===== config.mk =====
export PLATFORM = sky130hd
export DESIGN_NAME = flt2fix_seq
export DESIGN_NICKNAME = d
export VERILOG_FILES = /design/src/rtl/flt2fix_seq.sv
export SDC_FILE = /design/constraint.sdc
export NUM_CORES = 1
export LEC_CHECK = 0
export ABC_CLOCK_PERIOD_IN_PS = 4600
export BUFFER_PORTS_ARGS = -buffer_cell sky130_fd_sc_hd__buf_2
export CAP_MARGIN = 20
export CORE_MARGIN = 5
export CORE_UTILIZATION = 62
export DETAILED_ROUTE_END_ITERATION = 10
export MAX_ROUTING_LAYER = met4
export PLACE_DENSITY_LB_ADDON = 0.1
export SKIP_LAST_GASP = 1
export SYNTH_ARGS = -nofsm -noshare
export SYNTH_HDL_FRONTEND = slang
export SYNTH_SLANG_ARGS = --single-unit

===== constraint.sdc =====
create_clock -name i_clk -period 4.6 [get_ports i_clk]
set_input_delay 0.92 -clock i_clk [delete_from_list [all_inputs] [get_ports i_clk]]
set_output_delay 0.92 -clock i_clk [all_outputs]
set_load 0.005 [all_outputs]

===== src/rtl/flt2fix_seq.sv =====
// Multi-cycle float-to-fixed converter: unpacks {sign, exp, frac}, shifts one bit per cycle,
// optionally rounds to nearest even, then packs a saturating signed INT_W.FRAC_W result.
module flt2fix_seq #(
   parameter int EXP_W  = 5,
   parameter int MAN_W  = 10,
   parameter int INT_W  = 8,
   parameter int FRAC_W = 8
) (
   input  logic                    i_clk,
   input  logic                    i_reset,
   input  logic                    i_start,
   input  logic [EXP_W+MAN_W:0]    i_flt_in,
   input  logic                    i_round_mode,
   output logic                    o_busy,
   output logic                    o_done,
   output logic [INT_W+FRAC_W-1:0] o_fix_out,
   output logic                    o_ovf,
   output logic                    o_inexact
);

   localparam int W     = INT_W + FRAC_W;
   localparam int MAG_W = W + 1;
   localparam int SW    = EXP_W + 8;

   localparam logic signed [SW-1:0] BIAS_S = SW'(2**(EXP_W-1) - 1);
   localparam logic signed [SW-1:0] OFFS_S = SW'(FRAC_W - MAN_W);
   localparam logic signed [SW-1:0] INTW_S = SW'(INT_W);
   localparam logic [SW-1:0]        CLAMP  = SW'(MAN_W + 2);
   localparam logic [SW-1:0]        ONE_C  = SW'(1);
   localparam logic [W-1:0]         MAX_POS = {1'b0, {(W-1){1'b1}}};
   localparam logic [W-1:0]         MIN_NEG = {1'b1, {(W-1){1'b0}}};
   localparam logic [MAG_W-1:0]     POS_LIM = {2'b00, {(W-1){1'b1}}};
   localparam logic [MAG_W-1:0]     NEG_LIM = {2'b01, {(W-1){1'b0}}};
   localparam logic [MAG_W-1:0]     MAG_ONE = {{(MAG_W-1){1'b0}}, 1'b1};

   typedef enum logic [2:0] {S_IDLE, S_UNPACK, S_SHIFT, S_ROUND, S_PACK} state_t;

   state_t             r_state, w_state_nxt;
   logic               r_sign, r_rne, r_left, r_guard, r_sticky, r_inx;
   logic [EXP_W-1:0]   r_exp;
   logic [MAN_W-1:0]   r_frac;
   logic [MAG_W-1:0]   r_mag;
   logic [SW-1:0]      r_cnt;
   logic               r_busy, r_done, r_ovf, r_inexact;
   logic [W-1:0]       r_fix;

   logic [EXP_W-1:0]   w_exp_eff;
   logic signed [SW-1:0] w_e, w_sh;
   logic [SW-1:0]      w_abs, w_n;
   logic [MAN_W:0]     w_m;
   logic               w_exp_ones, w_too_big, w_zero, w_exit, w_round_up;
   logic [W-1:0]       w_neg;

   // Subnormals use an effective exponent of 1 with no hidden bit.
   assign w_exp_eff  = (r_exp == {EXP_W{1'b0}}) ? {{(EXP_W-1){1'b0}}, 1'b1} : r_exp;
   assign w_e        = $signed({{(SW-EXP_W){1'b0}}, w_exp_eff}) - BIAS_S;
   assign w_sh       = w_e + OFFS_S;
   assign w_abs      = w_sh[SW-1] ? $unsigned(-w_sh) : $unsigned(w_sh);
   assign w_n        = (w_sh[SW-1] && (w_abs > CLAMP)) ? CLAMP : w_abs;
   assign w_m        = {|r_exp, r_frac};
   assign w_exp_ones = &r_exp;
   assign w_too_big  = (w_e >= INTW_S);
   assign w_zero     = (w_m == {(MAN_W+1){1'b0}});
   assign w_exit     = w_exp_ones | w_too_big | w_zero;
   assign w_round_up = r_rne & r_guard & (r_sticky | r_mag[0]);
   assign w_neg      = -r_mag[W-1:0];

   // FSM state register.
   always_ff @(posedge i_clk) begin
      if (i_reset) begin
         r_state <= S_IDLE;
      end else begin
         r_state <= w_state_nxt;
      end
   end

   // FSM next-state decode.
   always_comb begin
      w_state_nxt = r_state;
      case (r_state)
         S_IDLE: begin
            if (i_start) w_state_nxt = S_UNPACK;
            else         w_state_nxt = S_IDLE;
         end
         S_UNPACK: begin
            if (w_exit)                     w_state_nxt = S_IDLE;
            else if (w_sh == {SW{1'b0}})    w_state_nxt = S_ROUND;
            else                            w_state_nxt = S_SHIFT;
         end
         S_SHIFT: begin
            if (r_cnt == ONE_C) w_state_nxt = S_ROUND;
            else                w_state_nxt = S_SHIFT;
         end
         S_ROUND: w_state_nxt = S_PACK;
         S_PACK:  w_state_nxt = S_IDLE;
         default: w_state_nxt = S_IDLE;
      endcase
   end

   // Operand capture, shift/round datapath and registered results.
   always_ff @(posedge i_clk) begin
      if (i_reset) begin
         r_sign <= 1'b0;  r_rne <= 1'b0;  r_left <= 1'b0;
         r_guard <= 1'b0; r_sticky <= 1'b0; r_inx <= 1'b0;
         r_exp <= {EXP_W{1'b0}}; r_frac <= {MAN_W{1'b0}};
         r_mag <= {MAG_W{1'b0}}; r_cnt <= {SW{1'b0}};
         r_busy <= 1'b0; r_done <= 1'b0; r_ovf <= 1'b0; r_inexact <= 1'b0;
         r_fix <= {W{1'b0}};
      end else begin
         r_done <= 1'b0;
         case (r_state)
            S_IDLE: begin
               if (i_start) begin
                  r_sign <= i_flt_in[EXP_W+MAN_W];
                  r_exp  <= i_flt_in[EXP_W+MAN_W-1:MAN_W];
                  r_frac <= i_flt_in[MAN_W-1:0];
                  r_rne  <= i_round_mode;
                  r_busy <= 1'b1;
               end
            end
            S_UNPACK: begin
               r_mag    <= {{(MAG_W-MAN_W-1){1'b0}}, w_m};
               r_guard  <= 1'b0;
               r_sticky <= 1'b0;
               r_cnt    <= w_n;
               r_left   <= ~w_sh[SW-1];
               // Inf/NaN and out-of-range exponents finish here without shifting.
               if (w_exp_ones) begin
                  r_busy <= 1'b0; r_done <= 1'b1; r_ovf <= 1'b1; r_inexact <= 1'b0;
                  r_fix  <= (r_frac != {MAN_W{1'b0}}) ? {W{1'b0}} : (r_sign ? MIN_NEG : MAX_POS);
               end else if (w_too_big) begin
                  r_busy <= 1'b0; r_done <= 1'b1; r_ovf <= 1'b1; r_inexact <= 1'b0;
                  r_fix  <= r_sign ? MIN_NEG : MAX_POS;
               end else if (w_zero) begin
                  r_busy <= 1'b0; r_done <= 1'b1; r_ovf <= 1'b0; r_inexact <= 1'b0;
                  r_fix  <= {W{1'b0}};
               end
            end
            S_SHIFT: begin
               r_cnt <= r_cnt - ONE_C;
               if (r_left) begin
                  r_mag <= {r_mag[MAG_W-2:0], 1'b0};
               end else begin
                  r_mag    <= {1'b0, r_mag[MAG_W-1:1]};
                  r_guard  <= r_mag[0];
                  r_sticky <= r_sticky | r_guard;
               end
            end
            S_ROUND: begin
               r_inx <= r_guard | r_sticky;
               if (w_round_up) r_mag <= r_mag + MAG_ONE;
            end
            S_PACK: begin
               r_busy    <= 1'b0;
               r_done    <= 1'b1;
               r_inexact <= r_inx;
               if (!r_sign && (r_mag > POS_LIM)) begin
                  r_fix <= MAX_POS; r_ovf <= 1'b1;
               end else if (r_sign && (r_mag > NEG_LIM)) begin
                  r_fix <= MIN_NEG; r_ovf <= 1'b1;
               end else begin
                  r_fix <= r_sign ? w_neg : r_mag[W-1:0];
                  r_ovf <= 1'b0;
               end
            end
            default: r_done <= 1'b0;
         endcase
      end
   end

   assign o_busy    = r_busy;
   assign o_done    = r_done;
   assign o_fix_out = r_fix;
   assign o_ovf     = r_ovf;
   assign o_inexact = r_inexact;

endmodule

-- After elaboration in Yosys (flattened, before gate mapping)
Cells that the tools add are included.
- flip-flop bits (word level): 74
- output and inout bits: 20
- bits of input ports: 20
- word-level logic and storage cells: 102
- multiplexer cells: 40
- bitwise operators: 7
- add/subtract/negate cells: 6
- equality and inequality tests: 9
- magnitude comparators: 4
- reduce and logical (&&, ||, !) cells: 20
- operator list (operator ; number):
    16-bit two-way mux ; 8
    17-bit case mux with 3 select lines ; 1
    17-bit two-way mux ; 2
    16-bit case mux with 2 select lines ; 1
    13-bit two-way mux ; 2
    13-bit case mux with 2 select lines ; 1
    17-bit by 1-bit adder with 17-bit output, second input constant ; 1
    17-bit by 15-bit greater-than comparator with 1-bit output, second input constant ; 1
    17-bit by 16-bit greater-than comparator with 1-bit output, second input constant ; 1
    1-bit two-way mux ; 16
    16-bit negator ; 1
    13-bit by 1-bit == test with 1-bit output, second input constant ; 1
    13-bit by 4-bit greater-than comparator with 1-bit output, second input constant ; 1
    13-bit zero test ; 1
    7-bit negator with 13-bit output ; 1
    13-bit by 1-bit subtractor with 13-bit output, second input constant ; 1
    3-bit case mux with 4 select lines ; 1
    11-bit zero test ; 1
    1-bit case mux with 2 select lines ; 5
    10-bit nonzero test ; 1
    2-bit AND reduction ; 4
    6-bit by 2-bit adder with 7-bit output, second input constant ; 1
    3-bit by 2-bit == test with 1-bit output, second input constant ; 2
    6-bit by 5-bit greater-or-equal comparator with 1-bit output, second input constant ; 1
    other kinds (20) ; 30

-- Logic depth before layout (Yosys ltp)
Gate-level depths: netlist of the first run.
- word-level depth: 10
- mapped depth: 12
- mapped depth without buffers: 12

-- Worst setup path after synthesis of the first run
OpenSTA, ideal clock, no wires.
- path type: flip-flop to flip-flop
- from: register r_exp[1]
- to: register r_cnt[3]
- buffers on the path: 1
- data arrival time: 2726 ps
- cell stages (with the launch flop): 11
- library setup time: 114 ps
- setup slack: 1760 ps
- data required time: 4486 ps
- cells stage by stage: dfxtp_1 -> or3_1 -> o21ai_0 -> ha_1 -> ha_1 -> clkbuf_1 -> or3_1 -> a31oi_1 -> xor2_1 -> nand3_1 -> a21o_1
- cells in the longest elaborated chain, start to end: 10
- RTL lines (what ; line ; source):
    start, declared ; 40 ; logic [EXP_W-1:0] r_exp;
    start signal, assigned ; 105 ; r_exp <= {EXP_W{1'b0}}; r_frac <= {MAN_W{1'b0}};
    start signal, assigned ; 115 ; r_exp <= i_flt_in[EXP_W+MAN_W-1:MAN_W];
    5-bit zero test ; 55 ; assign w_exp_eff = (r_exp == {EXP_W{1'b0}}) ? {{(EXP_W-1){1'b0}}, 1'b1} : r_exp;
    5-bit two-way mux (*) ; 55 ;
    5-bit by 4-bit subtractor with 6-bit output (*) ; 56 ; assign w_e = $signed({{(SW-EXP_W){1'b0}}, w_exp_eff}) - BIAS_S;
    6-bit by 2-bit adder with 7-bit output (*) ; 57 ; assign w_sh = w_e + OFFS_S;
    7-bit negator with 13-bit output ; 58 ; assign w_abs = w_sh[SW-1] ? $unsigned(-w_sh) : $unsigned(w_sh);
    13-bit two-way mux ; 58 ;
    13-bit by 4-bit greater-than comparator with 1-bit output ; 59 ; assign w_n = (w_sh[SW-1] && (w_abs > CLAMP)) ? CLAMP : w_abs;
    1-bit logical AND ; 59 ;
    13-bit two-way mux (*) ; 59 ;
    13-bit case mux with 2 select lines (*) ; 111 ; case (r_state)
    end signal, assigned ; 106 ; r_mag <= {MAG_W{1'b0}}; r_cnt <= {SW{1'b0}};
    end signal, assigned ; 125 ; r_cnt <= w_n;
    end signal, assigned ; 140 ; r_cnt <= r_cnt - ONE_C;
    end, declared ; 43 ; logic [SW-1:0] r_cnt;
Mark *: on every way between the ends. The rest lies on a longest branch, timed or not.
A chain may end at the register's enable or synchronous reset.

-- Final worst setup path of the first run
Ends and elaborated chain as after synthesis.

==> results.sh, run 1 <==
export IMPL_grt_max_degree=53
export IMPL_period_share_pct=70.1
export IMPL_grt_pass1_vias=4318
export IMPL_clk_pin_slew_ps=80
export IMPL_clock_latency_ps=350
export IMPL_max_slew_margin_pct=29.5
export IMPL_worstPathArrival_ps=3470
export IMPL_cts_sinks=74
export IMPL_cts_buffers_inserted=9
export IMPL_n_antenna_cell=0
export IMPL_htree_levels=3
export IMPL_power_total_mw=1.77
export IMPL_syn_inst=641
export IMPL_place_congestion=0.938
export IMPL_post_synth_top_area_cell="dfxtp_1"
export IMPL_tns_ps=0
export IMPL_syn_nets=669
export IMPL_dieHeight_um=97.5
export IMPL_synth_ff_type="dfxtp_1"
export IMPL_power_leakage_nw=1.78
export IMPL_worst_slack_ps=1380
export IMPL_rsz0062_at_grt="false"
export IMPL_core_area_mm2=0.00733
export IMPL_grt_pass1_wl_um=20300
export IMPL_worstSetupStartpointType="flop"
export IMPL_cts_resized=0
export IMPL_post_cts_buffers=0
export IMPL_vias=4659
export IMPL_cts_root_to_sink_buffers=2
export IMPL_grt_usage_pct=25.9
export IMPL_synth_compound_area_share_pct=24.5
export IMPL_clock_skew_ps=12.1
export IMPL_hold_viol_final=0
export IMPL_wirelength_um=12000
export IMPL_hp_start="o_ovf$_SDFFE_PP0P_"
export IMPL_drc_errors=0
export IMPL_status="finished, final reports clean"
export IMPL_worstSetupEndpointType="flop"
export IMPL_post_place_ws_ps=1420
export IMPL_drtIter0Drc=323
export IMPL_synth_simple_area_share_pct=29.1
export IMPL_cts_root_buf="clkbuf_8"
export IMPL_fmax_mhz=310
export IMPL_cap_violations=0
export IMPL_drive_above_1_share_pct=12.3
export IMPL_synth_xor_area_share_pct=2.96
export IMPL_cp_max_fo=13
export IMPL_drtAntennaViolNets=0
export IMPL_netlist_area_mm2=0.00474
export IMPL_rows=31
export IMPL_final_common_cell="nor2_1"
export IMPL_slew_violations=0
export IMPL_synth_seq_area_share_pct=31.2
export IMPL_worstMarginPinSlew_ps=1060
export IMPL_worstSetupPathType="reg2reg"
export IMPL_cts_hold_buf=0
export IMPL_synth_avg_cell_area_um2=7.40
export IMPL_required_ps=4850
export IMPL_fin_util_pct=68.6
export IMPL_first_pass_iters=5
export IMPL_wl_per_cell_um=16.2
export IMPL_synthArstFlopShare_pct=0
export IMPL_ir_drop_uv=236
export IMPL_muxShareOfSynthArea_pct=4.09
export IMPL_viasPerCell=6.29
export IMPL_synth_top_family_by_area="simple AND/OR/NAND/NOR gates"
export IMPL_synth_edf_count=0
export IMPL_r2r_start="r_exp[1]$_SDFFE_PP0P_"
export IMPL_power_density_mw_per_mm2=352
export IMPL_ys_seq_elements=74
export IMPL_pin_count=40
export IMPL_hold_path_class="reg2reg"
export IMPL_n_fill_cell=656
export IMPL_period_minus_slack_ps=3220
export IMPL_synth_cell_types=71
export IMPL_synth_fa_ha_area_share_pct=2.11
export IMPL_critPathLaunch="r_exp[1]$_SDFFE_PP0P_"
export IMPL_dieArea_mm2=0.00950
export IMPL_finalSetupViolations=0
export IMPL_io_buffers=39
export IMPL_fin_nets=666
export IMPL_initial_core_util_pct=64.7
export IMPL_yosysWarningCount=0
export IMPL_layout_common_cells="nor2_1 (80), nand2_1 (76), dfxtp_1 (74), a21oi_1 (65), buf_2 (39)"
export IMPL_ys_top_cells_by_area="dfxtp_1 (31%), a21oi_1 (6.9%), nor2_1 (6.3%)"
export IMPL_antenna_found_initial=0
export IMPL_synthDominantCellAreaShare_pct=31.2
export IMPL_place_hpwl_um=8300
export IMPL_die_w_um=97.5
export IMPL_syn_to_final_growth_pct=6.12
export IMPL_cts_tree="built"
export IMPL_grt_overflow=0
worst paths after layout:
kind / endpoint / slack (ps) / depth (start not counted)
setup / recovery: r_cnt[3]$_SDFFE_PP0P_ / 1380 / 9
hold / removal: o_ovf$_SDFFE_PP0P_ / 470 / 2
setup reg to reg: r_cnt[3]$_SDFFE_PP0P_ / 1380 / 9
hold reg to reg: o_ovf$_SDFFE_PP0P_ / 470 / 2
per-layer routing:
metal  share of wire [%]  track usage (%)  up-vias
met5                   0                -        -
met4                 2.6             10.5        0
met3                 5.5             3.02       26
met2                  49             43.1      159
met1                  43             32.0     2176
li1                    -                -     2298
sequential cells by signal (all words and copies together), names as in the netlist, 3 cells and up:
name	flops
r_state	3
r_cnt	13
r_frac	10
r_mag	17
r_exp	5
o_fix_out	16
where the power goes:
part           internal [mW]  switching [mW]  total, mW
Combinational          0.200           0.299      0.498
Sequential             0.694          0.0755      0.769
Clock                  0.262           0.242      0.504
Total                   1.16           0.616       1.77
worst max-delay path, stage by stage, from the launching register on:
cell and delay, ps:
dfxtp_1 430, or3_1 440, o21ai_0 360, ha_1 350, ha_1 310, or3_1 400
a31oi_1 200, xor2_1 270, nand3_1 170, a21o_1 190
cells by family (layout without fill, tap and decap cells):
kind of cell	count (synthesis)	in the layout
buf+inv	67	68
fa+ha+maj	8	8
flops	74	74
mux	19	19
simple gates	278	278
xor+xnor	16	16
compound gates	179	179
final cells by class:
cell class | instances | area [µm²] | share of cell area, %
multi-input cells | 500 | 2970 | 59.1
clock inverters | 4 | 52.6 | 1.04
flip-flops and latches | 74 | 1480 | 29.4
repair buffers | 42 | 218 | 4.33
clock buffers | 11 | 141 | 2.81
inverters | 11 | 41.3 | 0.820
well taps | 99 | 124 | 2.46
cells in the mapped netlist, types with 3 or more instances:
| library cell | n |
|---|---|
| a211oi_1 | 7 |
| a21o_1 | 4 |
| a21oi_1 | 65 |
| a22oi_1 | 6 |
| a311oi_1 | 4 |
| a31oi_1 | 9 |
| a41o_1 | 3 |
| and2_1 | 4 |
| and3_1 | 5 |
| buf_1 | 3 |
| buf_2 | 9 |
| clkbuf_1 | 39 |
| dfxtp_1 | 74 |
| ha_1 | 8 |
| inv_1 | 11 |
| mux2_2 | 3 |
| mux2i_1 | 16 |
| nand2_1 | 76 |
| nand2b_1 | 6 |
| nand3_1 | 19 |
| nand3b_1 | 6 |
| nand4_1 | 7 |
| nor2_1 | 80 |
| nor2b_1 | 4 |
| nor3_1 | 34 |
| nor3_2 | 3 |
| nor4_1 | 9 |
| nor4b_1 | 3 |
| o211ai_1 | 8 |
| o21a_1 | 6 |
| o21ai_0 | 37 |
| o22ai_1 | 3 |
| o31ai_1 | 4 |
| o32ai_1 | 3 |
| or3_1 | 4 |
| xnor2_1 | 9 |
| xor2_1 | 7 |
per-stage QoR:
step           hold slack [ps]  cell area [µm²]  instances
3_3_place_gp               452             4840        726
6_report                   474             5030        741
5_1_grt                    506             5030        741
2_1_floorplan              437             4740        641
3_5_place_dp               457             4840        726
4_1_cts                    468             5030        741
Note: power is estimated with default switching activity, not from simulation.
==> run 2: changes to the inputs <==
--- a/config.mk
+++ b/config.mk
@@ -5,11 +5,11 @@
 export SDC_FILE = /design/constraint.sdc
 export NUM_CORES = 1
 export LEC_CHECK = 0
-export ABC_CLOCK_PERIOD_IN_PS = 4600
+export ABC_CLOCK_PERIOD_IN_PS = 2750
 export BUFFER_PORTS_ARGS = -buffer_cell sky130_fd_sc_hd__buf_2
 export CAP_MARGIN = 20
 export CORE_MARGIN = 5
-export CORE_UTILIZATION = 62
+export CORE_UTILIZATION = 55
 export DETAILED_ROUTE_END_ITERATION = 10
 export MAX_ROUTING_LAYER = met4
 export PLACE_DENSITY_LB_ADDON = 0.1
==> constraint.sdc (replaced) <==
create_clock -name i_clk -period 2.75 [get_ports i_clk]
set_input_delay 0.55 -clock i_clk [delete_from_list [all_inputs] [get_ports i_clk]]
set_output_delay 0.55 -clock i_clk [all_outputs]
set_load 0.005 [all_outputs]
==> run 2 against run 1 <==
  * Non-clock buffer count is 32 higher
  * Critical path depth unchanged
  * Via count increased by 2.8%
  * Global-route usage up 0.15 points
  * Critical endpoint is now r_cnt[0]$_SDFFE_PP0P_
  * Die area up 11%
  * Sequential cell count unchanged
  * First-iteration DRC count rose by 4.3%
  * Cell area rose by 6.8%
  * Core utilization is 3.9 points lower
  * Register-to-register slack got worse by 1200 ps
==> results.sh, run 2 (synthesized netlist as in run 1, its figures left out) <==
export IMPL_final_common_cell="nor2_1"
export IMPL_core_area_mm2=0.00830
export IMPL_cts_buffers_inserted=9
export IMPL_ir_drop_uv=312
export IMPL_use_met1_pct=32.2
export IMPL_rows=33
export IMPL_critPathTopFamily="simple AND/OR/NAND/NOR gates"
export IMPL_hold_path_end="r_frac[8]$_SDFFE_PP0P_"
export IMPL_drtAntennaViolNets=0
export IMPL_cts_hold_buf=0
export IMPL_fin_nets=698
export IMPL_worstMarginPinSlew_ps=721
export IMPL_grt_pass1_vias=4549
export IMPL_worstPathArrival_ps=2890
export IMPL_first_pass_iters=5
export IMPL_cp_slowest_cell="or3_4"
export IMPL_largest_reg_flops=17
export IMPL_n_fill_cell=761
export IMPL_vias=4790
export IMPL_power_density_mw_per_mm2=606
export IMPL_top_register="r_mag"
export IMPL_drc_errors=0
export IMPL_rsz0062_at_grt="true"
export IMPL_slew_violations=0
export IMPL_r2r_slack_ps=140
export IMPL_r2r_end="r_cnt[0]$_SDFFE_PP0P_"
export IMPL_initial_core_util_pct=57.1
export IMPL_worstSetupEndpointType="flop"
export IMPL_regArea_mm2=0.00148
export IMPL_power_total_mw=3.26
export IMPL_cp_max_fo=4
export IMPL_worstSetupStartpointType="flop"
export IMPL_cts_root_to_sink_buffers=2
export IMPL_fmax_mhz=382
export IMPL_dieArea_mm2=0.0106
export IMPL_period_minus_slack_ps=2610
export IMPL_drtIter0Drc=337
export IMPL_finalSetupViolations=0
export IMPL_grt_overflow=0
export IMPL_use_met2_pct=43.0
export IMPL_hp_start="i_flt_in[8]"
export IMPL_place_hpwl_um=8960
export IMPL_dieHeight_um=103
export IMPL_clk_pin_slew_ps=90
export IMPL_switchingPower_mw=1.09
export IMPL_power_leakage_nw=1.97
export IMPL_drive_above_1_share_pct=17.5
export IMPL_n_antenna_cell=0
export IMPL_tns_ps=0
export IMPL_cap_violations=0
export IMPL_die_w_um=103
export IMPL_grt_usage_pct=26.1
export IMPL_hold_viol_final=0
export IMPL_grt_pass1_wl_um=21600
export IMPL_place_congestion=0.926
export IMPL_postPlaceCellArea_mm2=0.00507
export IMPL_grt_use_met3_pct=3.04
export IMPL_required_ps=3030
export IMPL_grt_busiest_layer="met2"
export IMPL_p_clk_share_pct=32.1
export IMPL_crit_buf_inv=0
export IMPL_wirelength_um=12700
export IMPL_cts_tree="built"
export IMPL_pin_count=40
export IMPL_p_int_mw=2.17
export IMPL_place_inst=762
export IMPL_clock_skew_ps=8.87
export IMPL_holdPathStages=3
export IMPL_power_frac_seq_pct=38.4
export IMPL_p_comb_share_pct=29.6
export IMPL_finalNonFillerCells=779
export IMPL_max_slew_margin_pct=51.8
export IMPL_slowest_delay_ps=420
export IMPL_syn_to_final_growth_pct=13.3
export IMPL_r2r_start="r_exp[4]$_SDFFE_PP0P_"
export IMPL_clock_latency_ps=360
export IMPL_antenna_found_initial=0
export IMPL_wl_per_cell_um=16.3
export IMPL_htree_levels=3
export IMPL_worstSetupPathType="reg2reg"
export IMPL_status="finished, final reports clean"
export IMPL_fin_area_mm2=0.00537
export IMPL_switching_share_pct=33.3
export IMPL_crit_chain="or3_4 -> o21ai_4 -> ha_4 -> ha_1 -> or3_1 -> a31oi_1 -> xor2_1 -> nand3_1 -> a211oi_2"
export IMPL_reg2regPathDepth=9
export IMPL_cts_root_buf="clkbuf_8"
export IMPL_io_buffers=39
export IMPL_layout_common_cells="nor2_1 (80), nand2_1 (76), dfxtp_1 (74), a21oi_1 (65), buf_2 (39)"
export IMPL_cts_sinks=74
export IMPL_hold_path_class="in2reg"
export IMPL_period_share_pct=95.1
export IMPL_viasPerCell=6.15
export IMPL_grt_max_degree=30
export IMPL_multi_input_area_mm2=0.00302
-- run 2: stage by stage --
stage / util [%] / hold WS (ps) / worst slack [ps]
after CTS: 64.0 / 411 / 1.63
final: 64.8 / 429 / 135
after floorplan: - / 437 / 6.56
after global placement: 61.1 / 445 / 81.5
after detailed placement: 61.1 / 453 / -4.92
after global routing: 64.8 / 423 / -41.9
-- run 2: final cells by class --
type	instances	area share, %
multi-input combinational	500	56.3
timing repair buffer	74	8.52
clock buffer	9	2.31
clock inverter	6	2.14
tap	105	2.44
inverter	11	0.768
sequential	74	27.6
-- run 2: layer usage --
layer  wire [µm]  part of all wire [%]
met1        5450                    43
met2        6160                    49
met3         686                   5.4
met4         380                   3.0
met5           0                     0
-- run 2: power by group through the flow --
stage          Sequential, mW  Combinational (mW)  Clock (mW)
2_1_floorplan            1.24               0.695           0
3_3_place_gp             1.27               0.905           0
3_5_place_dp             1.27               0.919           0
4_1_cts                  1.25               0.927        1.06
5_1_grt                  1.26                1.08        1.12
6_report                 1.25               0.963        1.04
-- run 2: worst max path at each step --
stage / startpoint / to / cells past startpoint
final: r_exp[4]$_SDFFE_PP0P_ / r_cnt[0]$_SDFFE_PP0P_ / 9
after global routing: r_exp[4]$_SDFFE_PP0P_ / r_cnt[0]$_SDFFE_PP0P_ / 11
after CTS: r_exp[1]$_SDFFE_PP0P_ / r_cnt[0]$_SDFFE_PP0P_ / 11
after detailed placement: r_exp[1]$_SDFFE_PP0P_ / r_cnt[3]$_SDFFE_PP0P_ / 11
after global placement: r_exp[1]$_SDFFE_PP0P_ / r_cnt[3]$_SDFFE_PP0P_ / 11
after floorplan: r_exp[1]$_SDFFE_PP0P_ / r_cnt[3]$_SDFFE_PP0P_ / 10
-- run 2: what timing repair did --
item                                    4_1_cts  5_1_grt
gates cloned                                  0        0
resized for setup                             1        7
endpoints found under the setup margin        2        5
pin swaps                                     0        5
buffers inserted                              0        2
-- run 2: worst reg2reg max path: stages (launching register included) --
cell	delay [ps]
dfxtp_1	330
or3_4	420
o21ai_4	180
ha_4	230
ha_1	190
or3_1	360
a31oi_1	170
xor2_1	270
nand3_1	160
a211oi_2	230
